==> src/rtl/sd_pkg.sv <==
// Shared definitions for the sigma-delta level decoder: FSM state type,
// default window/level widths and the level shift/saturate helper.
package sd_pkg;

  localparam int WIN_LOG2_DEF = 6;
  localparam int LVL_W_DEF    = 6;

  typedef enum logic [1:0] {
    IDLE = 2'd0,
    ACQ  = 2'd1,
    EMIT = 2'd2
  } state_t;

  // Scale a ones-count down to the level width and clamp it. A full window
  // counts 2^win_log2 ones, one more than the level range can hold, so the
  // clamp keeps an all-ones window at full scale instead of wrapping to 0.
  function automatic int unsigned sat_level(input int unsigned ones,
                                            input int unsigned shift,
                                            input int unsigned lvl_w);
    int unsigned lvl;
    int unsigned lim;
    lvl = ones >> shift;
    lim = (32'd1 << lvl_w) - 32'd1;
    return (lvl > lim) ? lim : lvl;
  endfunction

endpackage

==> src/rtl/sd_level_decoder_bit_sync.sv <==
// Multi-flop synchronizer for a single asynchronous input, cleared to 0 on
// reset. Generic enough for any async control input, not just the bitstream.
module bit_sync #(
  parameter int STAGES = 2
) (
  input  logic clk,
  input  logic rst_n,
  input  logic d,
  output logic q
);

  logic [STAGES-1:0] chain;

  // Shift the async input through the flop chain.
  always_ff @(posedge clk or negedge rst_n) begin
    if (!rst_n) begin
      chain <= '0;
    end else begin
      chain <= {chain[STAGES-2:0], d};
    end
  end

  assign q = chain[STAGES-1];

endmodule

==> src/rtl/sd_level_decoder.sv <==
// Sigma-delta / PWM bitstream decoder: counts ones over a window of
// 2^WIN_LOG2 clocks and emits one level per window over valid/ready.
// Optional build macro: SD_DECODE_SMOOTH_EN averages each level with the
// previous window's level (rounded) before it is presented on o_level.
//
// state | meaning
// IDLE  | disabled, counters clear, waiting for en
// ACQ   | accumulating samples of the current window
// EMIT  | window complete; publish level and count sample 0 of next window
module sd_level_decoder
  import sd_pkg::*;
#(
  parameter int WIN_LOG2    = WIN_LOG2_DEF,
  parameter int LVL_W       = LVL_W_DEF,
  parameter int SYNC_STAGES = 2
) (
  input  logic             i_clk,
  input  logic             i_rst_n,
  input  logic             en,
  input  logic             i_bit,
  output logic [LVL_W-1:0] o_level,
  output logic             o_valid,
  input  logic             i_ready,
  output logic             o_overrun
);

  localparam int SHIFT = WIN_LOG2 - LVL_W;

  state_t              state;
  logic [WIN_LOG2-1:0] win_cnt;
  logic [WIN_LOG2:0]   ones;
  logic                s_bit;
  logic [LVL_W-1:0]    lvl;
  logic [LVL_W-1:0]    out_lvl;

  bit_sync #(.STAGES(SYNC_STAGES)) u_sync (
    .clk   (i_clk),
    .rst_n (i_rst_n),
    .d     (i_bit),
    .q     (s_bit)
  );

  assign lvl = LVL_W'(sat_level(32'(ones), SHIFT, LVL_W));

`ifdef SD_DECODE_SMOOTH_EN
  logic [LVL_W-1:0] prev_lvl;
  logic [LVL_W:0]   smooth_sum;

  // Remember the raw level of every completed window, published or not.
  always_ff @(posedge i_clk or negedge i_rst_n) begin
    if (!i_rst_n) begin
      prev_lvl <= '0;
    end else if (!en) begin
      prev_lvl <= '0;
    end else if (state == EMIT) begin
      prev_lvl <= lvl;
    end
  end

  assign smooth_sum = {1'b0, prev_lvl} + {1'b0, lvl} + (LVL_W+1)'(1);
  assign out_lvl    = smooth_sum[LVL_W:1];
`else
  assign out_lvl = lvl;
`endif

  // Window FSM with the output handshake registers.
  always_ff @(posedge i_clk or negedge i_rst_n) begin
    if (!i_rst_n) begin
      state     <= IDLE;
      win_cnt   <= '0;
      ones      <= '0;
      o_level   <= '0;
      o_valid   <= 1'b0;
      o_overrun <= 1'b0;
    end else begin
      // Consumption; an EMIT that publishes below overrides this.
      if (o_valid && i_ready) begin
        o_valid <= 1'b0;
      end
      if (!en) begin
        state     <= IDLE;
        win_cnt   <= '0;
        ones      <= '0;
        o_overrun <= 1'b0;
      end else begin
        case (state)
          IDLE: begin
            state   <= ACQ;
            win_cnt <= '0;
            ones    <= '0;
          end
          ACQ: begin
            win_cnt <= win_cnt + WIN_LOG2'(1);
            ones    <= ones + (WIN_LOG2+1)'(s_bit);
            if (&win_cnt) begin
              state <= EMIT;
            end
          end
          EMIT: begin
            if (!o_valid || i_ready) begin
              o_level <= out_lvl;
              o_valid <= 1'b1;
            end else begin
              o_overrun <= 1'b1;
            end
            // This cycle's sample is sample 0 of the next window.
            win_cnt <= WIN_LOG2'(1);
            ones    <= (WIN_LOG2+1)'(s_bit);
            state   <= ACQ;
          end
          default: begin
            state   <= IDLE;
            win_cnt <= '0;
            ones    <= '0;
          end
        endcase
      end
    end
  end

endmodule
==> config.mk <==
export PLATFORM = sky130hd
export DESIGN_NAME = sd_level_decoder
export DESIGN_NICKNAME = d
export VERILOG_FILES = /design/src/rtl/sd_pkg.sv /design/src/rtl/sd_level_decoder_bit_sync.sv /design/src/rtl/sd_level_decoder.sv
export SDC_FILE = /design/constraint.sdc
export NUM_CORES = 1
export LEC_CHECK = 0
export BUFFER_PORTS_ARGS = -buffer_cell sky130_fd_sc_hd__buf_2
export CORE_UTILIZATION = 60
export CTS_CLUSTER_DIAMETER = 50
export DETAILED_ROUTE_END_ITERATION = 16
export PLACE_DENSITY = 0.82
export RECOVER_POWER = 50
export SYNTH_ARGS = -nofsm -noshare
export SYNTH_HDL_FRONTEND = slang
export SYNTH_HIERARCHICAL = 1
export SYNTH_SLANG_ARGS = --single-unit
==> constraint.sdc <==
create_clock -name i_clk -period 2.26 [get_ports i_clk]
set_input_delay 0.226 -clock i_clk [delete_from_list [all_inputs] [get_ports i_clk]]
set_output_delay 0.226 -clock i_clk [all_outputs]
set_load 0.01 [all_outputs]
==> results of run 1 <==
==> kinds of logic after synthesis <==
group | after synthesis
AO/OA/AOI/OAI | 24
XOR/XNOR | 6
adder cells (fa/ha/maj) | 5
buffers and inverters | 7
flip-flops | 25
AND/OR/NAND/NOR | 40
==> power by group through the flow <==
stage / Sequential (mW) / Combinational (mW) / Clock [mW]
after floorplan: 0.483 / 0.0773 / 0
after global placement: 0.484 / 0.0995 / 0
after detailed placement: 0.487 / 0.106 / 0
after CTS: 0.477 / 0.109 / 0.199
after global routing: 0.481 / 0.126 / 0.219
final: 0.479 / 0.111 / 0.197
==> flip-flops by register name, indices dropped and copies added, names as in the netlist <==
register,flops
ones,7
o_level,6
win_cnt,6
state,2
u_sync/chain,2
o_overrun,1
o_valid,1
==> routing by layer <==
layer	vias up	routed length, um
met5	-	0
met3	4	75
li1	397	-
met1	386	932
met2	21	887
met4	0	26
==> critical path, cell delays in order (launching register included) <==
cell and delay (ns):
dfrtp_1 0.38, ha_1 0.32, ha_1 0.28, nand2_1 0.08, or3_1 0.30, a21oi_1 0.15
==> cell type report <==
class                   count  area, um2
multi-input cells          75        472
repair buffers             14       76.3
fillers                   133        499
well taps                  25       31.3
flip-flops and latches     25        626
clock buffers               4       26.3
inverters                   4       15.0
==> path summary, 6_finish.rpt <==
path,startpoint,to,slack (ns),cells past startpoint
worst max-delay path,u_sync/chain[1],ones[6],0.69,5
worst min-delay path,en,o_overrun,0.20,2
worst max register to register,u_sync/chain[1],ones[6],0.69,5
worst min register to register,u_sync/chain[0],u_sync/chain[1],0.37,0
max in group asynchronous,i_rst_n,win_cnt[0],0.80,2
min in group asynchronous,i_rst_n,o_level[0],0.71,2
==> repair_timing <==
item	4_1_cts	5_1_grt
buffers inserted	0	0
endpoints found under the hold margin	25	1
hold buffers	1	1
==> per-stage QoR <==
step                instances  cell area (um2)
CTS                       146             1240
global route              147             1250
floorplan                 107             1130
detailed placement        141             1200
finish                    147             1250
global placement          141             1200
==> cell usage after synthesis, drive strengths merged <==
master	n
o31ai	6
xnor2	2
nand2	5
a31oi	1
and2	4
inv	4
or2	1
nor2	15
o21ai	10
nor2b	2
nand2b	2
a21oi	5
buf	3
nand3	6
xor2	4
nand4	1
ha	5
a22oi	1
dfrtp	25
or3	3
nor3b	1
o211ai	1
==> results.py, run 1 <==
metrics = {
    "drt": {
        "drc": 0,
        "wire_per_inst_um": 13.1,
        "first_iter_violations": 17,
        "drt_pre_antenna_iters": 4,
        "avgViaCountPerCell": 5.50,
        "ant_nets": 0,
        "dr_total_vias": 808,
        "wl_um": 1920,
    },
    "yosys": {
        "synth_fa_ha_area_frac": 0.0555,
        "synth_xor_area_frac": 0.0466,
        "yosys_warnings": 6,
        "synthCells": 107,
        "synth_area_leaders": "dfrtp_1 (55%), ha_1 (5.5%), nor2_1 (5.0%)",
        "synth-seq-cells": 25,
        "syn_nets": 117,
        "syn_area_um2": 1130,
        "yosys.area.top_type": "dfrtp_1",
        "netlist.area_leader.share": 0.555,
        "avgSynthCellArea_um2": 10.5,
        "ys_seq_area_frac": 0.555,
        "post_synth_and_or_nand_nor_area_fraction": 0.191,
        "synth_top_family_by_area": "simple AND/OR/NAND/NOR gates",
        "ys_types": 25,
        "synthMuxAreaShare": 0,
        "synth_compound_area_frac": 0.125,
    },
    "placed_design": {
        "dp_slack_ns": 0.734,
        "gp_congestion": 0.791,
        "port_buffers": 12,
        "dpl.hpwl_um": 1360,
    },
    "pwr": {
        "clockPowerShare": 0.251,
        "pwr-share-comb": 0.141,
        "p_int_uw": 574,
        "p_switching_uw": 213,
        "sw_frac_of_total": 0.271,
        "ir_worst_vdd_v": 0.000513,
        "p_total_uw": 787,
        "p_seq_frac": 0.609,
        "p_leak_nw": 0.546,
        "p_per_area_nw_per_um2": 632,
    },
    "clock_network": {
        "cts_tree": "done",
        "cts_max_level": 1,
        "clk_pin_slew_ns": 0.13,
        "clockBufferDepth": 2,
        "cts_sinks": 25,
        "cts_root_buffer": "clkbuf_4",
        "insertion_delay_ns": 0.32,
        "cts-resized-gates": 0,
        "numCtsBuffers": 3,
    },
    "grt": {
        "grtUsageMet1": 0.280,
        "grt_use_met2": 0.357,
        "grt_pass1_wl_um": 3150,
        "top_usage_layer": "met2",
        "overflow": 0,
        "grt_use_total": 0.221,
        "grt_pass1_vias": 784,
        "grt_util_met3": 0.0400,
        "grt_start_max_net_pins": 26,
        "antenna_found_initial": 0,
    },
    "sta": {
        "fin_crit_ns": 1.57,
        "drv_slew": 0,
        "rsz0062_at_grt": "no",
        "clock.fmax_ghz": 0.638,
        "setup_tns_ns": 0,
        "whs_ns": 0.200,
        "setup_viol": 0,
        "fin_skew_ns": 0.00812,
        "slew_headroom": 0.147,
        "fin_ws_ns": 0.692,
        "worst_pin_slew_ns": 1.28,
        "hold_viol_final": 0,
        "post-route-period-util": 0.694,
    },
    "worst_setup_path": {
        "required_ns": 2.51,
        "cp_data_arrival_time_ns": 1.82,
        "startpoint_type": "register",
        "path_max_fanout": 3,
        "path_class": "reg2reg",
        "cp-end-kind": "register",
    },
    "floorplanning": {
        "fp.dieH_um": 45.3,
        "rows": 15,
        "dieArea_um2": 2060,
        "die_x_um": 45.3,
        "initial_core_util": 0.646,
        "ios": 13,
        "core-area_um2": 1750,
    },
    "cells_and_area": {
        "nets": 133,
        "antenna_cells": 0,
        "layout_common_cells": "dfrtp_1 (25), nor2_1 (15), buf_2 (9)",
        "drive_above_1_share": 0.115,
        "final_common_cell": "dfrtp_1",
        "fin_util": 0.714,
        "syn_to_final_growth_pct": 10.5,
    },
    "outcome": {
        "status": "finished, final reports clean",
    },
    "hold_path": {
        "holdCritPathClass": "in2reg",
    },
    "flow_run": {
        "cap_violations": 0,
    },
}
Power figures use the tool's default switching activity.
==> inputs of run 2 (changes only) <==
Settings changed: ABC_AREA set to 1, CORE_UTILIZATION 60 to 50, PLACE_DENSITY 0.82 to 0.72.
Clock period 2.26 ns to 1.3 ns, I/O delays scaled along.
==> results.py, run 2 <==
metrics = {
    "flow_run": {
        "cap_violations": 0,
    },
    "floorplanning": {
        "initial_core_util": 0.531,
        "fp.dieH_um": 50.7,
        "core-area_um2": 2230,
        "die_x_um": 50.7,
        "rows": 17,
        "ios": 13,
        "dieArea_um2": 2570,
    },
    "cells_and_area": {
        "largest_reg_flops": 7,
        "nets": 161,
        "syn_to_final_growth_pct": 18.4,
        "multiInputGateArea_um2": 500,
        "reg_top3": "ones x7, o_level x6, win_cnt x6",
        "fill_cells": 184,
        "seqCellArea_um2": 626,
        "regMostFlops": "ones",
        "drive_above_1_share": 0.327,
        "layout_common_cells": "dfrtp_1 (25), nor2_1 (20), nand2_1 (16)",
        "layoutNonFillerInstCount": 178,
        "antenna_cells": 0,
        "final_common_cell": "dfrtp_1",
    },
    "drt": {
        "ant_nets": 0,
        "wl_um": 1990,
        "first_iter_violations": 19,
        "drt_pre_antenna_iters": 4,
        "drc": 0,
        "wire_per_inst_um": 11.2,
        "avgViaCountPerCell": 5.01,
        "dr_total_vias": 891,
    },
    "yosys": {
        "synth-seq-cells": 25,
        "netlist.area_leader.share": 0.528,
        "yosys.area.top_type": "dfrtp_1",
        "ys_seq_area_frac": 0.528,
        "async_reset_ff_frac": 1.00,
        "synth_edf_count": 0,
        "syn_nets": 138,
        "yosys_warnings": 6,
        "synthCells": 128,
        "ys_types": 18,
        "ys.flop_type": "dfrtp_1",
        "ys_top_cells_by_count": "dfrtp_1 (25), nor2_1 (21), nand2_1 (17)",
        "synth_most_common_cell": "dfrtp_1",
        "syn_area_um2": 1180,
        "synth_area_leaders": "dfrtp_1 (53%), nor2_1 (6.7%), nand2_1 (5.4%)",
        "avgSynthCellArea_um2": 9.26,
    },
    "worst_setup_path": {
        "critPathMaxStageDelay_ns": 0.40,
        "startpoint_type": "register",
        "slowest_stage": "dfrtp_1",
        "required_ns": 1.52,
        "path_class": "reg2reg",
        "cp-end-kind": "register",
        "path_buf_inv": 2,
        "worstPathCellList": "buf_4 > ha_1 > nand2_2 > nor2_4 > buf_4 > o21ai_1 > nor2_1",
        "worst_path_dominant_cell_family": "flip-flops",
        "crit_top_cell": "buf_4",
        "cp_data_arrival_time_ns": 1.46,
        "path_max_fanout": 4,
    },
    "sta": {
        "post-route-period-util": 0.955,
        "worst_pin_slew_ns": 0.612,
        "drv_slew": 0,
        "clock.fmax_ghz": 0.806,
        "fin_skew_ns": 0.0111,
        "setup_tns_ns": 0,
        "setup_viol": 0,
        "fin_crit_ns": 1.24,
        "hold_viol_final": 0,
        "rsz0062_at_grt": "yes",
        "slew_headroom": 0.592,
    },
    "grt": {
        "grt_pass1_wl_um": 3440,
        "overflow": 0,
        "antenna_found_initial": 0,
        "grt_use_total": 0.182,
        "top_usage_layer": "met2",
        "grt_start_max_net_pins": 26,
        "grt_use_met2": 0.296,
        "grt_pass1_vias": 845,
        "grtUsageMet1": 0.224,
        "grt_util_met3": 0.0364,
    },
    "pwr": {
        "ir_worst_vdd_v": 0.000703,
        "p_leak_nw": 0.651,
        "p_per_area_nw_per_um2": 902,
    },
    "placed_design": {
        "dpl.hpwl_um": 1390,
        "port_buffers": 12,
        "dp.cells": 169,
        "gp_congestion": 0.781,
    },
    "clock_network": {
        "insertion_delay_ns": 0.32,
        "cts_root_buffer": "clkbuf_4",
        "cts_sinks": 25,
        "clk_pin_slew_ns": 0.14,
        "cts_tree": "done",
        "cts_max_level": 1,
        "clockBufferDepth": 2,
        "numCtsBuffers": 3,
    },
    "hold_path": {
        "holdCritPathClass": "in2reg",
    },
    "outcome": {
        "status": "finished, final reports clean",
    },
}
[run 2: changes by cell type after synthesis, moves of 4 or more]
cell / delta
nor2_1: +6
xor2_1: -4
and2_1: -4
a21oi_2: +7
nor2_2: +4
inv_1: +12
nand2_1: +13
o21ai_2: +4
o21ai_1: -5
o31ai_1: -6
[run 2: report_power, final]
part           total [mW]  internal (mW)  switching (mW)
logic               0.109         0.0470          0.0623
clock network       0.361          0.117           0.243
registers           0.796          0.789         0.00678
[run 2: logic make-up after synthesis]
logic type / after synthesis / share of synthesized area
AO/OA/AOI/OAI: 24 / 0.136
buffers and inverters: 19 / 0.0729
AND/OR/NAND/NOR: 55 / 0.210
flip-flops: 25 / 0.528
adder cells (fa/ha/maj): 5 / 0.0528
[run 2: routing by layer]
metal / vias up / part of all wire
li1: 453 / -
met1: 417 / 0.48
met3: 4 / 0.027
met2: 17 / 0.47
met5: - / 0
met4: 0 / 0.021
[run 2: final cells by class]
| cell class | count | area share |
|---|---|---|
| Sequential cell | 25 | 0.446 |
| Multi-Input combinational cell | 84 | 0.357 |
| Timing Repair Buffer | 21 | 0.108 |
| Inverter | 16 | 0.0428 |
| Tap cell | 28 | 0.0250 |
| Clock buffer | 3 | 0.0161 |
| Clock inverter | 1 | 0.00535 |
[run 2: worst paths after layout]
path | startpoint | endpoint | slack [ns] | cells after the start
worst max-delay path | state[0] | win_cnt[2] | 0.06 | 7
worst min-delay path | en | o_overrun | 0.07 | 3
worst max register to register | state[0] | win_cnt[2] | 0.06 | 7
worst min register to register | u_sync/chain[0] | u_sync/chain[1] | 0.37 | 0
max in group asynchronous | i_rst_n | win_cnt[0] | 0.56 | 2
min in group asynchronous | i_rst_n | o_level[1] | 0.33 | 2
[run 2: worst reg2reg max path: stages, from the launching register on]
cell and delay (ns):
dfrtp_1 0.40, buf_4 0.14, ha_1 0.19, nand2_2 0.10, nor2_4 0.05, buf_4 0.14
o21ai_1 0.07, nor2_1 0.05
[run 2: what timing repair did]
item                       CTS  global route
hold endpoints to repair    27             0
setup buffers                2             0
pin swaps                    1             3
resized for setup            0             9
hold buffers                 3             0
cloned                       0             0
setup endpoints to repair    9            10
[run 2: per-stage QoR]
step                      setup WS [ns]  power (mW)  hold slack, ns   util  instance area, um2
after floorplan                  0.0859       0.862          -0.166      -                1180
after global placement           0.0204       0.895           0.147  0.580                1300
after detailed placement        -0.0503       0.900           0.146  0.580                1300
after CTS                        0.0214        1.27          0.0622  0.614                1370
after global routing           -0.00353        1.32          0.0615  0.628                1400
final                            0.0590        1.27          0.0740  0.628                1400
